[src/rtl/dvbc_pkg.sv]
// Shared constants, state type and the 8-step PRBS helper for the DVB-C
// energy-dispersal randomizer.
package dvbc_pkg;

    localparam logic [7:0]  SYNC_BYTE     = 8'h47;
    localparam logic [7:0]  INV_SYNC_BYTE = 8'hB8;
    // Bit 0 holds register stage 1, bit 14 holds stage 15.
    localparam logic [14:0] PRBS_INIT     = 15'b000000010101001;
    localparam int          PACK_LEN      = 204;
    localparam int          DATA_LEN      = 188;
    localparam int          GROUP_LEN     = 8;

    typedef enum logic {SEARCH, LOCKED} state_t;

    typedef struct packed {
        logic [14:0] nextState;
        logic [7:0]  outByte;
    } prbsStep_t;

    // Eight steps of 1+x^14+x^15; the first feedback bit lands in the byte MSB.
    function automatic prbsStep_t prbsStep8(input logic [14:0] cur);
        prbsStep_t  res;
        logic [14:0] s;
        logic        fb;
        s = cur;
        res.outByte = '0;
        for (int i = 0; i < 8; i++) begin
            fb = s[13] ^ s[14];
            s = {s[13:0], fb};
            res.outByte = {res.outByte[6:0], fb};
        end
        res.nextState = s;
        return res;
    endfunction

endpackage

[src/rtl/dvbc_prbs15.sv]
// 15-stage PRBS register producing one scrambling byte per advance.
module dvbc_prbs15 (
    input  logic       iClk,
    input  logic       iRst,
    input  logic       iLoad,
    input  logic       iAdvance,
    output logic [7:0] oPrbsByte
);
    import dvbc_pkg::*;

    logic [14:0] prbsReg;
    prbsStep_t   stepNow;

    assign stepNow   = prbsStep8(prbsReg);
    assign oPrbsByte = stepNow.outByte;

    always_ff @(posedge iClk) begin
        if (iRst) begin
            prbsReg <= PRBS_INIT;
        end else if (iLoad) begin
            prbsReg <= PRBS_INIT;
        end else if (iAdvance) begin
            prbsReg <= stepNow.nextState;
        end
    end

endmodule

[src/rtl/energy_dispersal.sv]
// DVB-C energy-dispersal randomizer: frame alignment, 8-packet grouping,
// sync inversion and PRBS scrambling of TS payload bytes.
module energy_dispersal #(
    parameter int PACK_LEN  = dvbc_pkg::PACK_LEN,
    parameter int DATA_LEN  = dvbc_pkg::DATA_LEN,
    parameter int GROUP_LEN = dvbc_pkg::GROUP_LEN
) (
    input  logic       iClk,
    input  logic       iRst,
    input  logic [7:0] iData,
    input  logic       iPSync,
    input  logic       iValid,
    input  logic       iBypass,
    output logic [7:0] oData,
    output logic       oPSync,
    output logic       oValid,
    output logic       oGroupStart,
    output logic       oLocked,
    output logic       oSyncErr
);
    import dvbc_pkg::*;

    localparam int BYTE_W = $clog2(PACK_LEN);
    localparam int PKT_W  = (GROUP_LEN > 1) ? $clog2(GROUP_LEN) : 1;
    localparam logic [BYTE_W-1:0] BYTE_LAST = BYTE_W'(PACK_LEN - 1);
    localparam logic [BYTE_W-1:0] DATA_END  = BYTE_W'(DATA_LEN);
    localparam logic [PKT_W-1:0]  PKT_LAST  = PKT_W'(GROUP_LEN - 1);

    state_t            stateReg, stateNext;
    logic [BYTE_W-1:0] byteCntReg, byteCntNext;
    logic [PKT_W-1:0]  pktCntReg, pktCntNext;
    logic [7:0]        dataNext;
    logic [7:0]        prbsByte;
    logic              prbsLoad, prbsAdvance;
    logic              groupStartNext, syncErrNext;
    logic              atStart, restart;

    dvbc_prbs15 uPrbs (
        .iClk      (iClk),
        .iRst      (iRst),
        .iLoad     (prbsLoad),
        .iAdvance  (prbsAdvance),
        .oPrbsByte (prbsByte)
    );

    assign atStart = (byteCntReg == '0);
    assign oLocked = (stateReg == LOCKED);

    always_comb begin
        stateNext      = stateReg;
        byteCntNext    = byteCntReg;
        pktCntNext     = pktCntReg;
        dataNext       = iData;
        prbsLoad       = 1'b0;
        prbsAdvance    = 1'b0;
        groupStartNext = 1'b0;
        syncErrNext    = 1'b0;
        restart        = 1'b0;
        if (iValid) begin
            case (stateReg)
                SEARCH: restart = iPSync;
                LOCKED: begin
                    if (iPSync != atStart) begin
                        // A stray sync realigns; a missing sync loses lock.
                        syncErrNext = 1'b1;
                        if (iPSync) begin
                            restart = 1'b1;
                        end else begin
                            stateNext   = SEARCH;
                            byteCntNext = '0;
                            pktCntNext  = '0;
                        end
                    end else if (atStart && pktCntReg == '0) begin
                        restart = 1'b1;
                    end else begin
                        // Non-inverted sync bytes still consume one PRBS byte.
                        if (atStart) begin
                            prbsAdvance = 1'b1;
                        end else if (byteCntReg < DATA_END) begin
                            dataNext    = iData ^ prbsByte;
                            prbsAdvance = 1'b1;
                        end
                        if (byteCntReg == BYTE_LAST) begin
                            byteCntNext = '0;
                            pktCntNext  = (pktCntReg == PKT_LAST) ? '0 : pktCntReg + 1'b1;
                        end else begin
                            byteCntNext = byteCntReg + 1'b1;
                        end
                    end
                end
                default: ;
            endcase
            if (restart) begin
                stateNext      = LOCKED;
                byteCntNext    = BYTE_W'(1);
                pktCntNext     = '0;
                prbsLoad       = 1'b1;
                groupStartNext = 1'b1;
                dataNext       = ~iData;
            end
            if (iBypass) begin
                dataNext = iData;
            end
        end
    end

    always_ff @(posedge iClk) begin
        if (iRst) begin
            stateReg    <= SEARCH;
            byteCntReg  <= '0;
            pktCntReg   <= '0;
            oData       <= '0;
            oPSync      <= 1'b0;
            oValid      <= 1'b0;
            oGroupStart <= 1'b0;
            oSyncErr    <= 1'b0;
        end else begin
            stateReg    <= stateNext;
            byteCntReg  <= byteCntNext;
            pktCntReg   <= pktCntNext;
            oPSync      <= iPSync;
            oValid      <= iValid;
            oGroupStart <= groupStartNext;
            oSyncErr    <= syncErrNext;
            if (iValid) begin
                oData <= dataNext;
            end
        end
    end

endmodule

[config.mk]
export PLATFORM = sky130hd
export DESIGN_NAME = energy_dispersal
export DESIGN_NICKNAME = d
export VERILOG_FILES = /design/src/rtl/dvbc_pkg.sv /design/src/rtl/dvbc_prbs15.sv /design/src/rtl/energy_dispersal.sv
export SDC_FILE = /design/constraint.sdc
export NUM_CORES = 1
export LEC_CHECK = 0
export CAP_MARGIN = 20
export CORE_AREA = 2 2 75 70
export CTS_BUF_LIST = sky130_fd_sc_hd__clkbuf_16
export CTS_CLUSTER_DIAMETER = 50
export DETAILED_ROUTE_END_ITERATION = 6
export DIE_AREA = 0 0 77 72
export SLEW_MARGIN = 20
export SYNTH_ARGS = -nofsm -noshare
export SYNTH_HDL_FRONTEND = slang
export SYNTH_HIERARCHICAL = 1
export SYNTH_SLANG_ARGS = --single-unit
[constraint.sdc]
create_clock -name iClk -period 3.3 [get_ports iClk]
set_clock_uncertainty 0.15 [all_clocks]
set_input_delay 0.66 -clock iClk [delete_from_list [all_inputs] [get_ports iClk]]
set_output_delay 0.66 -clock iClk [all_outputs]
set_load 0.01 [all_outputs]
Word level (Yosys, flattened, before mapping)

Cells that the tools add are included.

Bits in registers: 39
Latch bits: 0
RAM bits: 0
Bits in read-only memories: 0
Input port bits: 13
Output and inout bits: 13
Word-level logic and storage cells: 75
Memories kept: 0

Add/subtract/negate cells: 2
Multipliers: 0
Divide/modulo/power cells: 0
Order comparisons: 1
Equality and inequality tests: 5
Shift-type cells: 0
Multiplexer cells: 37
Bitwise logic cells: 12
Reduce and logical (&&, ||, !) cells: 9

Operators with widths:

| kind                                                            | count |
|---|---|
| 8-bit 2-to-1 mux                                                | 13 |
| 3-bit 2-to-1 mux                                                | 7 |
| 1-bit 2-to-1 mux                                                | 16 |
| 8-bit by 1-bit adder with 8-bit output, second input constant   | 1 |
| 8-bit equality test, second input constant                      | 1 |
| 8-bit zero test                                                 | 1 |
| 8-bit < comparator, second input constant                       | 1 |
| 8-bit inverter                                                  | 1 |
| 1-bit XOR                                                       | 8 |
| 8-bit XOR                                                       | 1 |
| 3-bit by 2-bit != test with 1-bit output, second input constant | 2 |
| 5-bit AND reduction                                             | 1 |
| 4-bit AND reduction                                             | 1 |
| 3-bit by 1-bit adder with 3-bit output, second input constant   | 1 |
| 3-bit equality test, second input constant                      | 1 |
| 3-bit zero test                                                 | 1 |
| 3-bit nonzero test                                              | 1 |
| 3-bit OR reduction                                              | 1 |
| 1-bit inverter                                                  | 2 |
| 1-bit case mux with 2 select lines                              | 1 |
| 2-bit nonzero test                                              | 1 |
| 2-bit OR reduction                                              | 1 |
| 1-bit logical AND                                               | 1 |
| 1-bit != test                                                   | 1 |

Depth between registers and ports, before layout

Gate-level depths: netlist of the first run.

Depth in word-level cells: 9
Depth in mapped cells: 13
Mapped depth without buffers: 11

Modules after synthesis

Netlist of the first run, hierarchy kept.

Modules (own cells, without submodules):

| module           | instances | cells each | area an instance (um2) | sequential area each (um2) |
|---|---|---|---|---|
| energy_dispersal | 1         | 155        | 1328.8                 | 480.5 |
| dvbc_prbs15      | 1         | 66         | 644.4                  | 300.3 |

Worst setup path before layout of the first run

OpenSTA, ideal clock, no wires.

Kind: reg-to-reg
Start point: reg byteCntReg[0]
End point: reg uPrbs.prbsReg[1]
Setup time: 0.079 ns
Data arrival time: 2.637 ns
Data required time: 3.071 ns
Slack: 0.434 ns
Cell stages (with the launch flop): 14
Buffers on the path: 2
Period minus slack after synthesis: 2.866 ns
Cell sequence: dfxtp_1 inv_1 ha_1 nor4b_1 nand2_1 inv_1 ha_1 nand4b_1 o32ai_4 buf_6 and2_1 or2_1 buf_6 a211oi_2

Longest elaborated chain between the ends: 9
Elaborated cells between the ends (all ways): 17
Those cells by class: order compare (1); eq/ne (1); mux (12); reduce/logical (3)

RTL lines:

| what                                                       | RTL line                | text |
|---|---|---|
| from (decl)                                                | energy_dispersal.sv:30  | `logic [BYTE_W-1:0] byteCntReg, byteCntNext;` |
| from (signal assigned)                                     | energy_dispersal.sv:119 | `byteCntReg <= byteCntNext;` |
| branches (longest 9 deep; another with 8-bit < comparator) | --                      |  |
| to (signal assigned)                                       | dvbc_prbs15.sv:23       | `prbsReg <= stepNow.nextState;` |
| to (decl)                                                  | dvbc_prbs15.sv:11       | `logic [14:0] prbsReg;` |

Parallel ways; which one is timed is not known. The select of a mux whose other input is x is not followed.
A chain may end at the register's enable or synchronous reset.

Worst setup path after layout of the first run

Start point: reg byteCntReg[0]
End point: reg byteCntReg[5]

Longest elaborated chain between the ends: 8
Elaborated cells between the ends (all ways): 18
Those cells by class: add/sub (1); eq/ne (4); mux (9); reduce/logical (4)

RTL lines:

| what                                                                                                   | RTL line               | text |
|---|---|---|
| 8-bit zero test                                                                                        | energy_dispersal.sv:46 | `assign atStart = (byteCntReg == '0);` |
| 1-bit logical AND                                                                                      | energy_dispersal.sv:73 | `end else if (atStart && pktCntReg == '0) begin` |
| 1-bit 2-to-1 mux                                                                                       | energy_dispersal.sv:73 |  |
| 1-bit 2-to-1 mux                                                                                       | energy_dispersal.sv:63 | `if (iPSync != atStart) begin` |
| 1-bit case mux with 2 select lines                                                                     | energy_dispersal.sv:60 | `case (stateReg)` |
| 1-bit 2-to-1 mux                                                                                       | energy_dispersal.sv:59 | `if (iValid) begin` |
| 3-bit by 2-bit != test with 1-bit output (no source line) / 2-bit nonzero test (equally long branches) | --                     |  |
| 4-bit AND reduction (no source line)                                                                   | --                     |  |

Parallel ways exist; a longest one is shown, timed or not. The select of a mux whose other input is x is not followed.

==> impl_metrics.toml, run 1 <==
[clock_tree]
cts_resized = 0
clkSlewWorstSetupHoldPaths_ps = 60
clk_latency_ps = 280
hold_buffers = 0
cts_buffers = 5
cts_setup_buffers = 0
clock_path_buffers = 2
root_buffer = "clkbuf_16"
clkSinkCount = 39
cts_tree = "yes"
htree_levels = 2

[global_routing]
grt_pass1_vias = 1595
grt_pass1_wl_um = 7480
track_usage_pct = 16.8
grt_remaining_overflow = 0
antenna_found_initial = 0
grt_max_degree = 18

[cells_and_area]
antenna_cells = 0
multi_input_area_sq_um = 1080
layout_commonest_cell = "dfxtp_1"
drive_above_1_share_pct = 11.6
n_fill_cell = 477
final_nets = 277
layout_common_cells = "dfxtp_1 (39), nor2_1 (31), clkdlybuf4s50_1 (25)"
area_growth_pct = 26.6
final_core_util_pct = 52.7
regArea_sq_um = 781

[die]
core_area_sq_um = 4740
start_util_pct = 41.6
dieHeight_um = 72
die-area_sq_um = 5540
die_w_um = 77
io_pins = 26
row_count = 24

[timing]
tns_ps = 0
setup_slack_ps = 352
finalMaxSlewViolations = 0
slew-limit-headroom_pct = 68.4
rsz0062_at_grt = "false"
fmax_ghz = 0.339
setup_viol = 0
period_share_pct = 89.3
worst_slew_pin_slew_ps = 470
min_period_ps = 2950
hold_viol_final = 0

[synthesis]
synth_cell_types = 43
synthSimpleGateAreaFrac_pct = 20.0
synth_area_leader_cell = "dfxtp_1"
synthMuxAreaShare_pct = 4.06
synth_compound_area_share_pct = 20.9
synthArstFlopShare_pct = 0
syn_avg_cell_area_sq_um = 8.93
yosys_warnings = 6
synth-edff-count = 0
syn_inst = 221
synth_area_leaders = "dfxtp_1 (40%), nor2_1 (5.9%), ha_1 (4.4%)"
synthAdderAreaFrac_pct = 4.44
syn_area_sq_um = 1970
yosys.area_share.xor_xnor_pct = 5.33
ys.flop_type = "dfxtp_1"
ys_seq_elements = 39
syn_nets = 241
synth-seq-area-share_pct = 39.6
synth_top_family_by_area = "compound AO/OA/AOI/OAI gates"
yosysTopAreaCellShare_pct = 39.6

[routing]
routed_wl_um = 4250
dr.pass1.iters = 4
routed_via_density = 5.17
drt_iter0_markers = 98
drc = 0
ant_nets = 0
num_vias = 1670
avgRoutedWirePerCell_um = 13.2

[setup_path]
cp-end-kind = "flip-flop"
path_cells = "inv_1, ha_1, nor4b_1, nand2_1, inv_1, ha_1, buf_4, nand2_1, a22o_1, o21ai_1, or3_1, a21oi_1"
cp_slowest_cell = "or3_1"
max_stage_delay_ps = 400
crit_path_max_fanout = 7
crit_required_ps = 3360
cp.arrival_ps = 3010
worstSetupPathType = "reg -> reg"
crit_path_start_kind = "flip-flop"

[outcome]
status = "finished, final reports clean"

[power]
switching_share_pct = 25.7
internal_power_mw = 0.848
p_leak_nw = 0.966
power_density_nw_per_um2 = 457
p_sw_mw = 0.294
vdd_drop_max_v = 0.000252
power_frac_seq_pct = 43.3
clockPowerShare_pct = 41.9
combPwrFrac_pct = 14.8

[job]
drv_cap = 0

[min_path]
hp-class = "reg -> reg"

[placement]
hpwl_um = 3170
numPortBuffers = 25
globalplace.congestion = 0.897
pre_cts_slack_ps = 185
critical path: cells and delay by family, from the launching register on:
| family | cells | cell delay, ps |
|---|---|---|
| simple gates | 4 | 1010 |
| flops | 1 | 350 |
| fa+ha+maj | 2 | 420 |
| compound gates | 3 | 600 |
| buf+inv | 3 | 350 |
worst paths after layout:
| check | from | end | slack, ps | cells past startpoint |
|---|---|---|---|---|
| worst min-delay path | oData[4] | oData[4] | 330 | 2 |
| worst max register to register | byteCntReg[0] | byteCntReg[5] | 350 | 12 |
| worst max-delay path | byteCntReg[0] | byteCntReg[5] | 350 | 12 |
| worst min register to register | oData[4] | oData[4] | 330 | 2 |
power groups by stage:
stage / registers (mW) / logic [mW] / clock network [mW]
final: 0.495 / 0.169 / 0.478
after global routing: 0.496 / 0.187 / 0.511
after CTS: 0.495 / 0.169 / 0.490
after detailed placement: 0.505 / 0.168 / 0
after global placement: 0.505 / 0.168 / 0
after floorplan: 0.509 / 0.0916 / 0
layer usage:
layer	GRT usage [%]	routed length (um)	up-vias
li1	-	-	867
met1	22.9	2230	766
met2	26.3	1830	32
met3	3.36	141	5
met4	7.14	53	0
met5	0	0	-
state kept, by name, summed over array words and instances, names as in the netlist, 3 cells and up:
register / count
pktCntReg: 3
byteCntReg: 8
oData: 8
uPrbs/prbsReg: 15
final cells by class:
cell class,count,area share (%)
Multi-Input combinational cell,157,43.2
Inverter,16,2.40
Sequential cell,39,31.2
Tap cell,65,3.25
Clock inverter,3,1.00
Timing Repair Buffer,38,13.9
Clock buffer,5,5.01
cells in the mapped netlist, types with 3 or more instances:
master    instances
a211oi_2          3
a21oi_1           7
a22o_1            4
a311oi_1          8
a31oi_1           9
and2_1            3
and3_1            3
clkbuf_1          5
dfxtp_1          39
ha_1              7
inv_1            16
mux2i_1           8
nand2_1           7
nor2_1           31
nor3_1            5
nor4_1            4
o211ai_1          3
o21ai_0          11
or3_1            10
xnor2_1           8
xor2_1            4
metrics by stage:
stage	hold WS [ps]	instances	power, mW	instance area [sq um]
2_1_floorplan	314	221	0.600	1970
3_3_place_gp	326	315	0.672	2350
3_5_place_dp	328	315	0.673	2350
4_1_cts	337	323	1.15	2500
5_1_grt	356	323	1.19	2500
6_report	332	323	1.14	2500
kinds of logic after synthesis:
logic type / Yosys count
AND/OR/NAND/NOR: 75
XOR/XNOR: 12
buffers and inverters: 25
flip-flops: 39
multiplexers: 8
AO/OA/AOI/OAI: 55
adder cells (fa/ha/maj): 7
Power figures use the tool's default switching activity.
==> run 2, diff against run 1 <==
--- a/config.mk
+++ b/config.mk
@@ -11,6 +11,7 @@
 export CTS_CLUSTER_DIAMETER = 50
 export DETAILED_ROUTE_END_ITERATION = 6
 export DIE_AREA = 0 0 77 72
+export DONT_BUFFER_PORTS = 1
 export SLEW_MARGIN = 20
 export SYNTH_ARGS = -nofsm -noshare
 export SYNTH_HDL_FRONTEND = slang
==> run 2 against run 1 <==
Net effect: die area is the same; largest cell class unchanged; global-route usage decreased by 1.1 points; fmax grew 0.19%; sequential power rose by 1%; critical path type unchanged; largest power group is now the clock network; via count down 8.0%.
==> impl_metrics.toml, run 2 (synthesis gave the netlist of run 1 again) <==
[die]
io_pins = 26
core_area_sq_um = 4740
start_util_pct = 41.6
die_w_um = 77
dieHeight_um = 72
row_count = 24
die-area_sq_um = 5540

[setup_path]
cp.arrival_ps = 2940
reg2reg_to = "uPrbs/prbsReg[11]"
crit_required_ps = 3300
crit_path_start_kind = "flip-flop"
rr_startpoint = "byteCntReg[0]"
cp-end-kind = "flip-flop"
worstSetupPathType = "reg -> reg"
rrSetupSlack_ps = 360
crit_path_max_fanout = 11
rr_worst_depth = 12

[cells_and_area]
fin_cells = 291
antenna_cells = 0
layout_commonest_cell = "dfxtp_1"
final_nets = 245
drive_above_1_share_pct = 10.2
largest_register = "uPrbs/prbsReg"
reg_top3 = "uPrbs/prbsReg: 15 flops, byteCntReg: 8 flops, oData: 8 flops"
n_fill_cell = 470
layout_common_cells = "dfxtp_1 (39), nor2_1 (31), inv_1 (17)"
largest_register_ffs = 15
area_growth_pct = 14.2

[timing]
worst_slew_pin_slew_ps = 491
setup_slack_ps = 358
min_period_ps = 2940
setup_viol = 0
tns_ps = 0
finalMaxSlewViolations = 0
slew-limit-headroom_pct = 67.1
fmax_ghz = 0.340
hold_viol_final = 0
period_share_pct = 89.2
rsz0062_at_grt = "false"

[routing]
routed_wl_um = 4050
drc = 0
num_vias = 1537
routed_via_density = 5.28
avgRoutedWirePerCell_um = 13.9
drt_iter0_markers = 45
dr.pass1.iters = 4
ant_nets = 0

[placement]
globalplace.congestion = 0.818
hpwl_um = 2920
dp.cells = 281
numPortBuffers = 0
pre_cts_slack_ps = 184

[clock_tree]
clock_path_buffers = 2
cts_tree = "yes"
clk_latency_ps = 280
htree_levels = 2
root_buffer = "clkbuf_16"
clkSlewWorstSetupHoldPaths_ps = 60
cts_buffers = 5
hold_buffers = 0
clkSinkCount = 39

[global_routing]
antenna_found_initial = 0
grt_pass1_vias = 1411
grt_pass1_wl_um = 6890
grt_remaining_overflow = 0
track_usage_pct = 15.8
grt_max_degree = 27

[power]
vdd_drop_max_v = 0.000366
power_density_nw_per_um2 = 543
p_leak_nw = 0.869

[min_path]
hp-start = "iRst"
hold_end = "oPSync"
hp-class = "in -> reg"
hold-path-cell-count = 1

[outcome]
status = "finished, final reports clean"

[job]
drv_cap = 0
[run 2: changes by cell type in the layout (fill, tap and decap cells not counted), sizes merged]
cell,before,now
clkinvlp,1,0
inv,16,17
clkinv,2,0
buf,13,6
bufinv,0,2
clkdlybuf4s50,25,0
[run 2: what timing repair did]
| item | in CTS | in global routing |
|---|---|---|
| buffers inserted | 0 | 2 |
| resized for setup | 0 | 1 |
| endpoints found under the setup margin | 0 | 21 |
[run 2: how the worst max path moves through the flow]
stage	from	endpoint	depth (start not counted)	slack, ps
detailed placement	byteCntReg[0]	uPrbs/prbsReg[10]	11	180
CTS	byteCntReg[0]	uPrbs/prbsReg[9]	11	170
global route	byteCntReg[0]	byteCntReg[5]	11	60
finish	byteCntReg[0]	uPrbs/prbsReg[11]	12	360
floorplan	byteCntReg[0]	uPrbs/prbsReg[1]	13	430
global placement	byteCntReg[0]	uPrbs/prbsReg[6]	11	370
[run 2: worst max-delay path, stage by stage, from the launching register on]
cell and delay (ps):
dfxtp_1 380, inv_1 100, ha_1 210, nor4b_2 170, nand2_1 90, inv_1 40, ha_1 350, nand4b_1 210
o32ai_4 340, buf_12 160, and2_1 130, or2_1 370, nor2_1 100
[run 2: metrics by stage]
step / power [mW] / utilization, % / cell area, sq um / hold WS, ps
floorplan: 0.600 / - / 1970 / 314
global placement: 0.615 / 42.8 / 2030 / 331
detailed placement: 0.617 / 42.8 / 2030 / 337
CTS: 1.22 / 46.8 / 2220 / 287
global route: 1.28 / 47.5 / 2250 / 276
finish: 1.22 / 47.5 / 2250 / 290
[run 2: routing by layer]
metal	share of wire [%]	vias to the layer above	GRT usage [%]
met5	0	-	0
met4	1.1	0	5.36
met3	5.0	4	6.09
met2	41	23	21.9
met1	53	698	22.3
li1	-	812	-
[run 2: area by class of cell]
class | instances | area (sq um) | share of cell area [%]
multi-input cells | 157 | 1080 | 48.1
flip-flops and latches | 39 | 781 | 34.6
clock buffers | 5 | 125 | 5.55
well taps | 65 | 81.3 | 3.61
clock inverters | 3 | 63.8 | 2.83
inverters | 16 | 60.1 | 2.67
repair buffers | 6 | 57.6 | 2.55
[run 2: report_power, final]
| part | internal (mW) | switching, mW |
|---|---|---|
| logic | 0.0495 | 0.0639 |
| clock network | 0.430 | 0.179 |
| registers | 0.485 | 0.0159 |
==> run 3, diff against run 2 <==
--- a/config.mk
+++ b/config.mk
@@ -6,11 +6,11 @@
 export NUM_CORES = 1
 export LEC_CHECK = 0
 export CAP_MARGIN = 20
-export CORE_AREA = 2 2 75 70
+export CORE_AREA = 2 2 70 65
 export CTS_BUF_LIST = sky130_fd_sc_hd__clkbuf_16
 export CTS_CLUSTER_DIAMETER = 50
 export DETAILED_ROUTE_END_ITERATION = 6
-export DIE_AREA = 0 0 77 72
+export DIE_AREA = 0 0 72 67
 export DONT_BUFFER_PORTS = 1
 export SLEW_MARGIN = 20
 export SYNTH_ARGS = -nofsm -noshare
==> run 3 against run 2 <==
Net effect: utilization up 6.0 points; combinational power down 4%; flip-flop and latch count unchanged; critical path depth did not move; global-route usage is 2.8 points higher; fmax fell by 2.2%; power is 14% lower; count of clock-buffer cells in the layout is the same; non-clock buffer count shrank 2; hold slack better by 12 ps; critical endpoint is now uPrbs/prbsReg[10].
==> impl_metrics.toml, run 3 (synthesis gave the netlist of run 1 again) <==
[outcome]
status = "finished, final reports clean"

[timing]
worst_slew_pin_slew_ps = 492
setup_viol = 0
period_share_pct = 91.2
fmax_ghz = 0.332
setup_slack_ps = 291
finalMaxSlewViolations = 0
slew-limit-headroom_pct = 67.0
min_period_ps = 3010
hold_viol_final = 0

[cells_and_area]
final_area_sq_um = 2160
layout_commonest_cell = "dfxtp_1"
fin_cells = 271
layout_common_cells = "dfxtp_1 (39), nor2_1 (31), inv_1 (16)"
area_growth_pct = 9.64
reg_top3 = "uPrbs/prbsReg: 15 flops, byteCntReg: 8 flops, oData: 8 flops"
largest_register = "uPrbs/prbsReg"
antenna_cells = 0
drive_above_1_share_pct = 8.52
final_nets = 243
largest_register_ffs = 15
n_fill_cell = 386

[clock_tree]
clk_latency_ps = 280
hold_buffers = 0
clkSinkCount = 39
clock_path_buffers = 2
clkSlewWorstSetupHoldPaths_ps = 60
htree_levels = 2
cts_buffers = 5
cts_tree = "yes"
root_buffer = "clkbuf_16"

[setup_path]
worstSetupPathType = "reg -> reg"
max_stage_delay_ps = 390
crit_path_start_kind = "flip-flop"
cp.arrival_ps = 3000
cp_slowest_cell = "dfxtp_1"
cp-end-kind = "flip-flop"
path_cells = "inv_1, ha_1, nor4b_1, nand2_1, inv_1, ha_1, nand4b_1, o32ai_4, buf_12, and2_1, or2_1, nor2_1"
crit_family = "simple AND/OR/NAND/NOR gates"
crit_required_ps = 3300
crit_path_max_fanout = 13
path_buf_inv = 3

[die]
core_area_sq_um = 4050
row_count = 22
die_w_um = 72
dieHeight_um = 67
io_pins = 26
die-area_sq_um = 4820
start_util_pct = 48.8

[routing]
avgRoutedWirePerCell_um = 15.0
ant_nets = 0
drc = 0
routed_via_density = 5.73
dr.pass1.iters = 4
routed_wl_um = 4070
num_vias = 1553
drt_iter0_markers = 126

[global_routing]
met1_usage_pct = 25.2
grt.met3_usage_pct = 6.20
grt_max_degree = 27
grt_pass1_wl_um = 6800
grt_remaining_overflow = 0
grt_pass1_vias = 1422
grtUsageMet2_pct = 26.5
track_usage_pct = 18.6
antenna_found_initial = 0
grt-busiest-layer = "met2"

[placement]
hpwl_um = 3040
globalplace.congestion = 0.849
pre_cts_slack_ps = 225
numPortBuffers = 0
dpl_cell_area_sq_um = 2000
dp.cells = 263

[power]
p_leak_nw = 0.830
finalPower_mw = 1.05
vdd_drop_max_v = 0.000282
power_density_nw_per_um2 = 484

[min_path]
hp-class = "in -> reg"

[job]
drv_cap = 0
==> run 3: power by group <==
| group | internal (mW) | switching (mW) | leakage [nW] |
|---|---|---|---|
| clock network | 0.271 | 0.166 | 0.0671 |
| registers | 0.486 | 0.0164 | 0.318 |
| logic | 0.0464 | 0.0628 | 0.445 |
| total | 0.803 | 0.245 | 0.830 |
==> run 3: area by class of cell <==
type                    count  area (sq um)  area share, %
inverters                  16          60.1           2.78
repair buffers              4          42.5           1.97
well taps                  48          60.1           2.78
multi-input cells         157          1090           50.2
clock inverters             2          8.76          0.405
flip-flops and latches     39           781           36.1
clock buffers               5           125           5.78
==> run 3: worst register-to-register path, delay by kind of cell, from the launching register on <==
family	cells	cell delay, ps
AOI/OAI and AO/OA	1	360
adders and majority gates	2	560
buffers and inverters	3	320
DFF	1	390
and+or+nand+nor	6	1110
==> run 3: path summary, 6_finish.rpt <==
kind,startpoint,to,slack (ps),depth (start not counted)
worst max-delay path,byteCntReg[0],uPrbs/prbsReg[10],290,12
worst min-delay path,iRst,oData[7],300,1
worst max register to register,byteCntReg[0],uPrbs/prbsReg[10],290,12
worst min register to register,uPrbs/prbsReg[1],uPrbs/prbsReg[9],350,2
==> run 3: what timing repair did <==
action	in CTS	in global routing
gates resized for setup	0	1
setup buffers	0	1
endpoints found under the setup margin	0	22
==> run 3: through the flow <==
stage	utilization (%)	hold slack [ps]	setup TNS, ps
after floorplan	-	314	0
after global placement	49.5	325	0
after detailed placement	49.5	343	0
after CTS	52.8	294	0
after global routing	53.5	289	-9.98
final	53.5	302	0
==> run 3: layer usage <==
layer / vias to the layer above / routed length, um
met4: 0 / 63
met1: 710 / 2060
met3: 6 / 260
li1: 798 / -
met5: - / 0
met2: 39 / 1690
